File: config.mk
export PLATFORM = sky130hd
export DESIGN_NAME = regfile_port_scheduler
export DESIGN_NICKNAME = d
export VERILOG_FILES = /design/src/rtl/mips_pkg.sv /design/src/rtl/rr_arbiter.sv /design/src/rtl/regfile_port_scheduler.sv
export SDC_FILE = /design/constraint.sdc
export NUM_CORES = 1
export LEC_CHECK = 0
export BUFFER_PORTS_ARGS = -buffer_cell sky130_fd_sc_hd__buf_2
export CAP_MARGIN = 20
export CORE_AREA = 2 2 121 123
export DETAILED_ROUTE_END_ITERATION = 8
export DIE_AREA = 0 0 123 125
export HOLD_SLACK_MARGIN = 0.02
export PLACE_DENSITY_LB_ADDON = 0.2
export RECOVER_POWER = 100
export SKIP_CTS_REPAIR_TIMING = 1
export SYNTH_ARGS = -nofsm -noshare
export SYNTH_HDL_FRONTEND = slang
export SYNTH_SLANG_ARGS = --single-unit
File: constraint.sdc
create_clock -name clk -period 2.9 [get_ports clk]
set_input_delay 0.29 -clock clk [delete_from_list [all_inputs] [get_ports clk]]
set_output_delay 0.29 -clock clk [all_outputs]
set_load 0.05 [all_outputs]
File: src/rtl/mips_pkg.sv
// Shared MIPS datapath constants.
// Provides default register-file address/data widths and the hard-wired zero register index.
package mips_pkg;

    localparam int unsigned ADDR_W = 5;
    localparam int unsigned DATA_W = 32;

    localparam logic [4:0] REG_ZERO = 5'd0;

endpackage

File: src/rtl/rr_arbiter.sv
// Purely combinational round-robin arbiter.
// Ports:
//   req     - N request lines
//   ptr     - highest-priority index for this cycle (0..N-1)
//   grant_c - one-hot grant (all zero when no request)
//   idx_c   - encoded index of the granted request
//   any_c   - at least one request is present
module rr_arbiter #(
    parameter int unsigned N     = 3,
    parameter int unsigned IDX_W = 2
) (
    input  logic [N-1:0]     req,
    input  logic [IDX_W-1:0] ptr,
    output logic [N-1:0]     grant_c,
    output logic [IDX_W-1:0] idx_c,
    output logic             any_c
);

    logic [IDX_W-1:0] cand;

    // Scan from the farthest offset down so the closest request to ptr is the last one kept.
    always_comb begin
        any_c   = 1'b0;
        idx_c   = '0;
        cand    = '0;
        grant_c = '0;
        for (int k = int'(N) - 1; k >= 0; k--) begin
            cand = IDX_W'((int'(ptr) + k) % int'(N));
            if (req[cand]) begin
                any_c = 1'b1;
                idx_c = cand;
            end
        end
        if (any_c) begin
            grant_c[idx_c] = 1'b1;
        end
    end

endmodule

File: src/rtl/regfile_port_scheduler.sv
// Slot scheduler for a single-port register file (one write OR one dual read per cycle).
// Ports:
//   clk, rst                 - clock, asynchronous active-high reset
//   wr_valid/addr/data       - NUM_WR packed write-back requests; wr_ready is the one-hot accept
//   rd_valid, rd_addr_1/2    - decode-stage dual read request; rd_ready is the accept
//   rd_data_valid            - pulse the cycle after a read accept; rd_data_1/2 are then valid
//   rf_*                     - direct drive of the register file control/address/data inputs
//   rf_data_out_1/2          - registered read data from the register file
module regfile_port_scheduler
    import mips_pkg::*;
#(
    parameter int unsigned NUM_WR     = 3,
    parameter int unsigned ADDR_W     = mips_pkg::ADDR_W,
    parameter int unsigned DATA_W     = mips_pkg::DATA_W,
    parameter int unsigned STARVE_MAX = 4
) (
    input  logic                       clk,
    input  logic                       rst,
    input  logic [NUM_WR-1:0]          wr_valid,
    input  logic [NUM_WR*ADDR_W-1:0]   wr_addr,
    input  logic [NUM_WR*DATA_W-1:0]   wr_data,
    output logic [NUM_WR-1:0]          wr_ready,
    input  logic                       rd_valid,
    input  logic [ADDR_W-1:0]          rd_addr_1,
    input  logic [ADDR_W-1:0]          rd_addr_2,
    output logic                       rd_ready,
    output logic                       rd_data_valid,
    output logic [DATA_W-1:0]          rd_data_1,
    output logic [DATA_W-1:0]          rd_data_2,
    output logic                       rf_RegWrite,
    output logic [ADDR_W-1:0]          rf_write_addr,
    output logic [DATA_W-1:0]          rf_write_data,
    output logic [ADDR_W-1:0]          rf_read_addr_1,
    output logic [ADDR_W-1:0]          rf_read_addr_2,
    input  logic [DATA_W-1:0]          rf_data_out_1,
    input  logic [DATA_W-1:0]          rf_data_out_2
);

    localparam int unsigned IDX_W = (NUM_WR > 1) ? $clog2(NUM_WR) : 1;
    localparam int unsigned CNT_W = 4;

    logic [IDX_W-1:0]  rr_ptr, rr_ptr_nxt;
    logic [CNT_W-1:0]  starve_cnt, starve_cnt_nxt;

    logic [ADDR_W-1:0] wr_addr_a [NUM_WR];
    logic [DATA_W-1:0] wr_data_a [NUM_WR];

    logic [NUM_WR-1:0] arb_grant;
    logic [IDX_W-1:0]  arb_idx;
    logic              arb_any;

    logic              rd_forced;
    logic              wr_slot;
    logic              win_zero;

    // Unpack the flat requester buses.
    for (genvar i = 0; i < NUM_WR; i++) begin : g_unpack
        assign wr_addr_a[i] = wr_addr[i*ADDR_W +: ADDR_W];
        assign wr_data_a[i] = wr_data[i*DATA_W +: DATA_W];
    end

    rr_arbiter #(
        .N     (NUM_WR),
        .IDX_W (IDX_W)
    ) u_arb (
        .req     (wr_valid),
        .ptr     (rr_ptr),
        .grant_c (arb_grant),
        .idx_c   (arb_idx),
        .any_c   (arb_any)
    );

    // Read data is the register file's own output register; no extra staging.
    assign rd_data_1 = rf_data_out_1;
    assign rd_data_2 = rf_data_out_2;

    // Slot decision and next state; every port output held at zero while rst is high.
    always_comb begin
        wr_ready       = '0;
        rd_ready       = 1'b0;
        rf_RegWrite    = 1'b0;
        rf_write_addr  = '0;
        rf_write_data  = '0;
        rf_read_addr_1 = '0;
        rf_read_addr_2 = '0;
        rr_ptr_nxt     = rr_ptr;
        starve_cnt_nxt = starve_cnt;

        rd_forced = rd_valid && (starve_cnt >= CNT_W'(STARVE_MAX));
        wr_slot   = arb_any && !rd_forced;
        win_zero  = (wr_addr_a[arb_idx] == ADDR_W'(REG_ZERO));

        if (!rst) begin
            rf_read_addr_1 = rd_addr_1;
            rf_read_addr_2 = rd_addr_2;

            if (wr_slot) begin
                wr_ready      = arb_grant;
                rf_write_addr = wr_addr_a[arb_idx];
                rf_write_data = wr_data_a[arb_idx];
                rf_RegWrite   = !win_zero;
                rr_ptr_nxt    = (arb_idx == IDX_W'(NUM_WR - 1)) ? '0 : arb_idx + IDX_W'(1);
            end

            // A dropped r0 write leaves the port free, so a pending read rides along.
            rd_ready = rd_valid && (!wr_slot || win_zero);

            if (!rd_valid || rd_ready) begin
                starve_cnt_nxt = '0;
            end else if (starve_cnt != '1) begin
                starve_cnt_nxt = starve_cnt + CNT_W'(1);
            end
        end
    end

    // State registers.
    always_ff @(posedge clk or posedge rst) begin
        if (rst) begin
            rr_ptr        <= '0;
            starve_cnt    <= '0;
            rd_data_valid <= 1'b0;
        end else begin
            rr_ptr        <= rr_ptr_nxt;
            starve_cnt    <= starve_cnt_nxt;
            rd_data_valid <= rd_ready;
        end
    end

endmodule
==> impl_metrics.ini, run 1 <==
[cells_and_area]
layout-drive-gt1-share_pct = 67.6
final_util_pct = 29.1
areaGrowthSynthToFinish_pct = 92.8
nFillCells = 1523
layout_common_cells = 126 x buf_2, 45 x buf_6, 37 x mux2i_1
nets = 625
layout_commonest_cell = buf_2
instances_no_fill = 614
multi_input_area_mm2 = 0.00199
regArea_um2 = 176

[setup_path]
critPathMaxFanout = 6
critPathRequiredTime_ns = 2.61
ff2ff_path_depth = 9
endpoint_kind = primary output
critPathKind = reg2out
critPathArrivalTime_ns = 2.99
start_kind = flip-flop

[power]
leakagePower_uw = 0.00179
power_density_mw_per_mm2 = 1450
vdd_drop_max_mv = 0.416

[logic_synthesis]
syn_area_per_cell_um2 = 7.40
synth_nets = 485
synth_cell_types = 41
synth_seq_cells = 7
synth_edf_count = 0
synth_ff_type = dfrtp_1
synth-async-reset-ratio_pct = 100
ys_warn_count = 0
synthCells = 290
synth_area_mm2 = 0.00214
yosysSeqAreaShare_pct = 8.17

[grt]
grt_pass1_wl_um = 12900
grt_pass1_vias = 2621
antenna_found_initial = 2
overflow = 0
grt.total_usage_pct = 10.3
grt_max_degree = 41

[sta]
slew_viol_final = 0
tightest_slew_ns = 0.639
rsz0062_at_grt = yes
hold_ws_ns = 0.415
setup_viol = 39
tns_ns = -4.97
period_minus_slack_ns = 3.28
maxSlewHeadroom_pct = 57.4
hold_viol_final = 0
setup_slack_ns = -0.379
fmax_ghz = 0.305
post-route-period-util_pct = 113
clock_skew_ns = 0.00237

[run_status]
violations = setup timing
status = finished with violations

[route]
wl_per_cell_um = 15.0
drtPass1Iterations = 4
drt_iter0_drc = 79
vias = 2581
remaining_drc_errors = 0
ant_nets = 0
viasPerCell = 4.20
totalWireLength_um = 9230

[placed_design]
dp_cells = 596
numPortBuffers = 179
place_congestion = 0.777
dp_hpwl_um = 6970
pre_cts_slack_ns = -0.290

[clock_network]
clockBufferDepth = 2
cts_tree = built
clk_root_buffer_cell = clkbuf_16
htreeDepth = 1
cts_sinks = 7
path_clk_slew_ns = 0.04
cts_inserted_buffers = 3
clk_latency_ns = 0.23

[die]
die-width_um = 123
io_pins = 308
initial_core_util_pct = 15.1
num_rows = 44
core_area_mm2 = 0.0142
die-area_mm2 = 0.0154
die_y_um = 125

[worst_hold_path]
holdPathStages = 3
worstHoldPathType = in2reg

[run]
maxCapViolCount = 0
-- cells by family (layout without fill, tap and decap cells) --
| kind of cell | Yosys count | in the layout | share of synthesized area, % |
|---|---|---|---|
| AOI/OAI and AO/OA | 64 | 64 | 23.1 |
| muxes | 42 | 42 | 19.8 |
| and+or+nand+nor | 82 | 82 | 18.3 |
| DFF | 7 | 7 | 8.17 |
| other | 0 | 1 | 0 |
| adders and majority gates | 4 | 4 | 2.33 |
| buffers and inverters | 91 | 230 | 28.3 |
-- stage by stage --
step | instance area, µm² | power [µW]
after floorplan | 2680 | 3950
after CTS | 3540 | 4960
final | 4140 | 6010
after global routing | 4140 | 6330
after global placement | 3460 | 4690
after detailed placement | 3460 | 4700
-- power by group --
group	internal (µW)	switching, µW	total [µW]
sequential	129	25.5	154
clock	183	57.9	241
combinational	2380	3230	5620
-- routing by layer --
metal | routed length [µm] | global-route usage (%) | up-vias
li1 | - | - | 1208
met1 | 3460 | 11.5 | 1199
met2 | 4660 | 18.2 | 150
met3 | 909 | 2.87 | 24
met4 | 200 | 4.14 | 0
met5 | 0 | 0 | -
-- critical path: stages (launching register included) --
cell	delay [ns]
dfrtp_2	0.43
ha_4	0.31
mux2_4	0.32
a2bb2o_4	0.23
o211ai_4	0.29
buf_6	0.19
a21oi_2	0.07
or4_4	0.56
a21oi_4	0.19
buf_12	0.16
-- worst paths after layout --
check | from | end | slack [ns]
min in group asynchronous | rst | starve_cnt[2]$_DFFE_PP0P_ | 0.42
setup / recovery | rr_ptr[1]$_DFFE_PP0P_ | rd_ready | -0.38
setup reg to reg | rr_ptr[1]$_DFFE_PP0P_ | starve_cnt[0]$_DFFE_PP0P_ | 0
max in group asynchronous | rst | rr_ptr[1]$_DFFE_PP0P_ | 2.32
hold / removal | rd_valid | rd_data_valid$_DFF_PP0_ | 0.41
hold reg to reg | starve_cnt[3]$_DFFE_PP0P_ | starve_cnt[3]$_DFFE_PP0P_ | 0.51
-- Yosys cell counts (2+ instances only) --
master / count / area share [%]
a21oi_1: 6 / 1.4
and2_1: 2 / 0.58
o21a_1: 2 / 0.70
buf_2: 5 / 1.2
nand2_1: 6 / 1.1
a41o_1: 2 / 0.93
inv_1: 5 / 0.88
nor2_1: 46 / 8.1
nor2b_1: 16 / 4.7
mux2i_1: 41 / 19
and3_1: 3 / 0.88
clkbuf_1: 12 / 2.1
o21ai_1: 3 / 0.70
nand3b_1: 2 / 0.70
buf_4: 67 / 23
a211oi_1: 34 / 12
nor3_1: 2 / 0.47
o21ai_0: 4 / 0.93
dfrtp_1: 7 / 8.2
ha_1: 4 / 2.3
-- area by class of cell --
| cell class | count | share of cell area, % |
|---|---|---|
| Sequential cell | 7 | 4.27 |
| Timing Repair Buffer | 220 | 39.4 |
| Tap cell | 184 | 5.57 |
| Clock buffer | 4 | 1.91 |
| Inverter | 6 | 0.545 |
| Antenna cell | 1 | 0.0605 |
| Multi-Input combinational cell | 192 | 48.2 |
-- registers in the layout, indices dropped and copies added, names as in the netlist --
register,flops
rd_data_valid,1
starve_cnt,4
rr_ptr,2
Note: power is estimated with default switching activity, not from simulation.
==> run 2: changes to the inputs <==
--- a/config.mk
+++ b/config.mk
@@ -5,11 +5,12 @@
 export SDC_FILE = /design/constraint.sdc
 export NUM_CORES = 1
 export LEC_CHECK = 0
+export ABC_AREA = 1
 export BUFFER_PORTS_ARGS = -buffer_cell sky130_fd_sc_hd__buf_2
 export CAP_MARGIN = 20
-export CORE_AREA = 2 2 121 123
+export CORE_AREA = 2 2 120 122
 export DETAILED_ROUTE_END_ITERATION = 8
-export DIE_AREA = 0 0 123 125
+export DIE_AREA = 0 0 122 124
 export HOLD_SLACK_MARGIN = 0.02
 export PLACE_DENSITY_LB_ADDON = 0.2
 export RECOVER_POWER = 100
==> impl_metrics.ini, run 2 <==
[grt]
grt_max_degree = 21
antenna_found_initial = 0
grt.total_usage_pct = 10.3
overflow = 0
grt_pass1_wl_um = 12000
grt_pass1_vias = 2395

[cells_and_area]
top_regs = starve_cnt (4), rr_ptr (2), rd_data_valid (1)
nFillCells = 1589
n_antenna_cell = 0
final_util_pct = 23.3
max_flop_register = starve_cnt
layout_commonest_cell = buf_2
largest_reg_flops = 4
areaGrowthSynthToFinish_pct = 58.2
nets = 694
layout-drive-gt1-share_pct = 47.0
instances_no_fill = 678
layout_common_cells = 146 x buf_2, 133 x nand2_1, 39 x inv_1

[power]
leakagePower_uw = 0.00186
vdd_drop_max_mv = 0.486
power_density_mw_per_mm2 = 1690

[logic_synthesis]
synth_cell_types = 28
synth_nets = 570
synth_most_common_cell = nand2_1
yosysSeqAreaShare_pct = 8.65
synth_edf_count = 0
yosysTopAreaCell = nand2_1
synth_common_cells = 140 x nand2_1, 65 x buf_4, 42 x nand3_1
synthCells = 375
synth_seq_cells = 7
synth_ff_type = dfrtp_1
syn_area_per_cell_um2 = 5.40
synthTopCellsByArea = nand2_1 26%, buf_4 24%, nand3_1 10%
synth_top_area_share_pct = 26.0
synth-async-reset-ratio_pct = 100
ys_warn_count = 0
synth_area_mm2 = 0.00202

[setup_path]
ff2ff_path_depth = 14
start_kind = flip-flop
endpoint_kind = primary output
max_stage_delay_ns = 0.42
path_delay_family = simple AND/OR/NAND/NOR gates
critPathRequiredTime_ns = 2.61
critPathKind = reg2out
path_depth = 14
critPathSlowestCell = dfrtp_1
critPathArrivalTime_ns = 2.51
crit_buf_inv = 3
crit_path_cell_trace = ha_4 -> inv_2 -> nand2_2 -> a21oi_1 -> a21oi_2 -> nand2_4 -> nand3_4 -> inv_2 -> nand2_1 -> nand2_1 -> nor2_2 -> nand3_4 -> a21oi_4 -> buf_8
critPathMaxFanout = 6

[clock_network]
htreeDepth = 1
cts_sinks = 7
clockBufferDepth = 2
path_clk_slew_ns = 0.04
clk_latency_ns = 0.23
cts_tree = built
clk_root_buffer_cell = clkbuf_16
cts_inserted_buffers = 3

[route]
viasPerCell = 3.96
ant_nets = 0
totalWireLength_um = 9190
wl_per_cell_um = 13.5
vias = 2683
drt_iter0_drc = 104
drtPass1Iterations = 4
remaining_drc_errors = 0

[die]
die_y_um = 124
core_area_mm2 = 0.0137
io_pins = 308
num_rows = 43
die-width_um = 122
die-area_mm2 = 0.0151
initial_core_util_pct = 14.8

[run_status]
status = completed

[placed_design]
place_congestion = 0.766
numPortBuffers = 179
dp_hpwl_um = 7390
dp_cells = 666

[sta]
slew_viol_final = 0
maxSlewHeadroom_pct = 60.2
setup_viol = 0
period_minus_slack_ns = 2.80
tightest_slew_ns = 0.600
rsz0062_at_grt = yes
clock_skew_ns = 0.00178
fmax_ghz = 0.358
post-route-period-util_pct = 96.4
hold_viol_final = 0

[run]
maxCapViolCount = 0

[worst_hold_path]
worstHoldPathType = in2async
-- run 2: cell types whose count changed in the layout (fill, tap and decap cells not counted), moves of 7 or more --
| cell | previous run | this run |
|---|---|---|
| nand4_1 | 0 | 7 |
| nor2_1 | 31 | 12 |
| nor2_2 | 14 | 4 |
| buf_4 | 25 | 18 |
| mux2i_1 | 37 | 0 |
| a211oi_4 | 34 | 0 |
| nand2_2 | 0 | 7 |
| nor2b_1 | 14 | 0 |
| nand3_1 | 0 | 37 |
| nand2_1 | 5 | 133 |
| buf_2 | 126 | 146 |
| inv_1 | 3 | 39 |
| buf_6 | 45 | 11 |
-- run 2: path summary, 6_finish.rpt --
kind	startpoint	endpoint	slack [ns]
max	rr_ptr[1]$_DFFE_PP0P_	rd_ready	0.10
min	rst	starve_cnt[1]$_DFFE_PP0P_	0.17
max reg2reg	rr_ptr[1]$_DFFE_PP0P_	starve_cnt[1]$_DFFE_PP0P_	0.69
min reg2reg	starve_cnt[3]$_DFFE_PP0P_	starve_cnt[3]$_DFFE_PP0P_	0.46
max in group asynchronous	rst	rr_ptr[0]$_DFFE_PP0P_	2.50
min in group clk	rd_valid	starve_cnt[2]$_DFFE_PP0P_	0.38
-- run 2: power by group --
part           total, µW  switching (µW)  internal [µW]  leakage (µW)
combinational       5020            3400           1620       0.00173
sequential           154            24.0            130     0.0000934
clock                232            49.3            183     0.0000382
-- run 2: cell type report --
type                    instances  area, µm²  area share (%)
multi-input cells             243       1330            41.4
repair buffers                195       1200            37.6
well taps                     180        225            7.03
inverters                      49        194            6.06
flip-flops and latches          7        175            5.47
clock buffers                   4       78.8            2.46
-- run 2: per-layer routing --
metal  part of all wire (%)  global-route usage [%]  vias to the layer above
met5                      0                       0                        -
met4                    2.8                    3.95                        0
met3                    9.7                    2.84                       30
met2                     47                    17.6                      161
met1                     40                    12.3                     1155
li1                       -                       -                     1337
-- run 2: worst reg2reg max path, cell delays in order (launching register included) --
cell and delay [ns]:
dfrtp_1 0.42, ha_4 0.33, inv_2 0.06, nand2_2 0.07, a21oi_1 0.08, a21oi_2 0.27
nand2_4 0.15, nand3_4 0.10, inv_2 0.04, nand2_1 0.05, nand2_1 0.07, nor2_2 0.16
nand3_4 0.13, nand4_1 0.10, o21bai_1 0.06
-- run 2: cell families after synthesis --
logic type      Yosys count  share of synthesized area, %
xor+xnor                  1                         0.433
buf+inv                 126                          36.2
simple gates            218                          46.5
flops                     7                          8.65
fa+ha+maj                 4                          2.47
compound gates           19                          5.81
-- run 2: through the flow --
stage                     setup slack, ns  setup TNS (ns)  hold WS (ns)  instance area, µm²  total power (µW)
final                               0.104               0         0.170                3200              5400
after global routing              -0.0766          -0.459         0.232                3200              5790
after CTS                          -0.225           -4.64         0.179                2810              4570
after detailed placement           0.0329               0         0.421                2730              4320
after global placement              0.108               0         0.411                2730              4300
after floorplan                   0.00700               0         0.324                2030              3450
==> run 3: changes to the inputs <==
--- a/config.mk
+++ b/config.mk
@@ -13,7 +13,6 @@
 export DIE_AREA = 0 0 122 124
 export HOLD_SLACK_MARGIN = 0.02
 export PLACE_DENSITY_LB_ADDON = 0.2
-export RECOVER_POWER = 100
 export SKIP_CTS_REPAIR_TIMING = 1
 export SYNTH_ARGS = -nofsm -noshare
 export SYNTH_HDL_FRONTEND = slang
==> impl_metrics.ini, run 3 (synthesis results as in run 2) <==
[run_status]
status = completed

[die]
die_y_um = 124
die-width_um = 122
num_rows = 43
io_pins = 308
die-area_mm2 = 0.0151
initial_core_util_pct = 14.8
core_area_mm2 = 0.0137

[grt]
grt.total_usage_pct = 10.3
grt_pass1_wl_um = 12000
grt_pass1_vias = 2395
overflow = 0
antenna_found_initial = 0
grt_max_degree = 21

[setup_path]
start_kind = flip-flop
ff2ff_path_depth = 14
path_delay_family = simple AND/OR/NAND/NOR gates
crit_path_cell_trace = ha_4 -> inv_2 -> nand2_2 -> a21oi_1 -> a21oi_2 -> nand2_4 -> nand3_4 -> inv_2 -> nand2_1 -> nand2_1 -> nor2_2 -> nand3_4 -> a21oi_4 -> buf_8
max_stage_delay_ns = 0.42
endpoint_kind = primary output
critPathKind = reg2out
crit_buf_inv = 3
critPathSlowestCell = dfrtp_1
critPathArrivalTime_ns = 2.51
path_depth = 14
critPathRequiredTime_ns = 2.61
critPathMaxFanout = 6

[sta]
hold_viol_final = 0
period_minus_slack_ns = 2.80
setup_viol = 0
hold_ws_ns = 0.170
clock_skew_ns = 0.00151
slew_viol_final = 0
post-route-period-util_pct = 96.4
rsz0062_at_grt = yes
fmax_ghz = 0.358
tightest_slew_ns = 0.347
maxSlewHeadroom_pct = 76.7

[cells_and_area]
areaGrowthSynthToFinish_pct = 58.8
stdcell_area_mm2 = 0.00322
layout-drive-gt1-share_pct = 49.2
final_util_pct = 23.4
max_flop_register = starve_cnt
instances_no_fill = 678
nets = 694
top_regs = starve_cnt (4), rr_ptr (2), rd_data_valid (1)
layout_common_cells = 157 x buf_2, 133 x nand2_1, 39 x inv_1
n_antenna_cell = 0
largest_reg_flops = 4
layout_commonest_cell = buf_2

[placed_design]
dpl-instance-area_mm2 = 0.00273
place_congestion = 0.766
dp_cells = 666
numPortBuffers = 179
dp_hpwl_um = 7390

[clock_network]
clk_root_buffer_cell = clkbuf_16
cts_inserted_buffers = 3
cts_tree = built
path_clk_slew_ns = 0.04
clk_latency_ns = 0.23
cts_sinks = 7
clockBufferDepth = 2
htreeDepth = 1

[route]
remaining_drc_errors = 0
wl_per_cell_um = 13.5
drtPass1Iterations = 4
totalWireLength_um = 9190
vias = 2680
drt_iter0_drc = 104
ant_nets = 0
viasPerCell = 3.95

[power]
vdd_drop_max_mv = 0.486
power_density_mw_per_mm2 = 1680
leakagePower_uw = 0.00190

[worst_hold_path]
worstHoldPathType = in2async

[run]
maxCapViolCount = 0
## run 3: cell types whose count changed in the layout (fill, tap and decap cells not counted), sizes merged
cell / previous run / this run
buf: 181 / 192
clkbuf: 18 / 7
## run 3: worst reg2reg max path, stage by stage, from the launching register on
cell	delay (ns)
dfrtp_1	0.42
ha_4	0.33
inv_2	0.06
nand2_2	0.07
a21oi_1	0.08
a21oi_2	0.27
nand2_4	0.15
nand3_4	0.10
inv_2	0.04
nand2_1	0.05
nand2_1	0.07
nor2_2	0.16
nand3_4	0.13
nand4_1	0.10
o21bai_1	0.06
## run 3: cell type report
cell class / instances / area, µm²
fill: 1582 / 10500
multi-input combinational: 243 / 1330
timing repair buffer: 195 / 1220
tap: 180 / 225
inverter: 49 / 194
sequential: 7 / 175
clock buffer: 4 / 78.8
## run 3: routing by layer
metal | vias up | share of wire, % | global-route usage, %
met1 | 1152 | 40 | 12.3
met4 | 0 | 2.8 | 3.95
met2 | 161 | 47 | 17.6
met5 | - | 0 | 0
li1 | 1337 | - | -
met3 | 30 | 9.7 | 2.84
## run 3: final timing paths
| path | start | to | slack [ns] |
|---|---|---|---|
| setup / recovery | rr_ptr[1]$_DFFE_PP0P_ | rd_ready | 0.10 |
| hold / removal | rst | starve_cnt[1]$_DFFE_PP0P_ | 0.17 |
| setup reg to reg | rr_ptr[1]$_DFFE_PP0P_ | starve_cnt[1]$_DFFE_PP0P_ | 0.69 |
| hold reg to reg | starve_cnt[3]$_DFFE_PP0P_ | starve_cnt[3]$_DFFE_PP0P_ | 0.46 |
| max in group asynchronous | rst | rr_ptr[0]$_DFFE_PP0P_ | 2.50 |
| min in group clk | rd_valid | starve_cnt[2]$_DFFE_PP0P_ | 0.38 |
## run 3: power by group
| group | switching [µW] | internal, µW | total [µW] |
|---|---|---|---|
| Clock | 49.6 | 183 | 232 |
| Combinational | 3400 | 1620 | 5020 |
| Sequential | 23.9 | 130 | 154 |
| Total | 3470 | 1930 | 5400 |
## run 3: metrics by stage
stage / setup TNS (ns) / setup WS (ns) / power [µW]
2_1_floorplan: 0 / 0.00700 / 3450
3_3_place_gp: 0 / 0.108 / 4300
3_5_place_dp: 0 / 0.0329 / 4320
4_1_cts: -4.64 / -0.225 / 4570
5_1_grt: -0.459 / -0.0766 / 5790
6_report: 0 / 0.104 / 5400
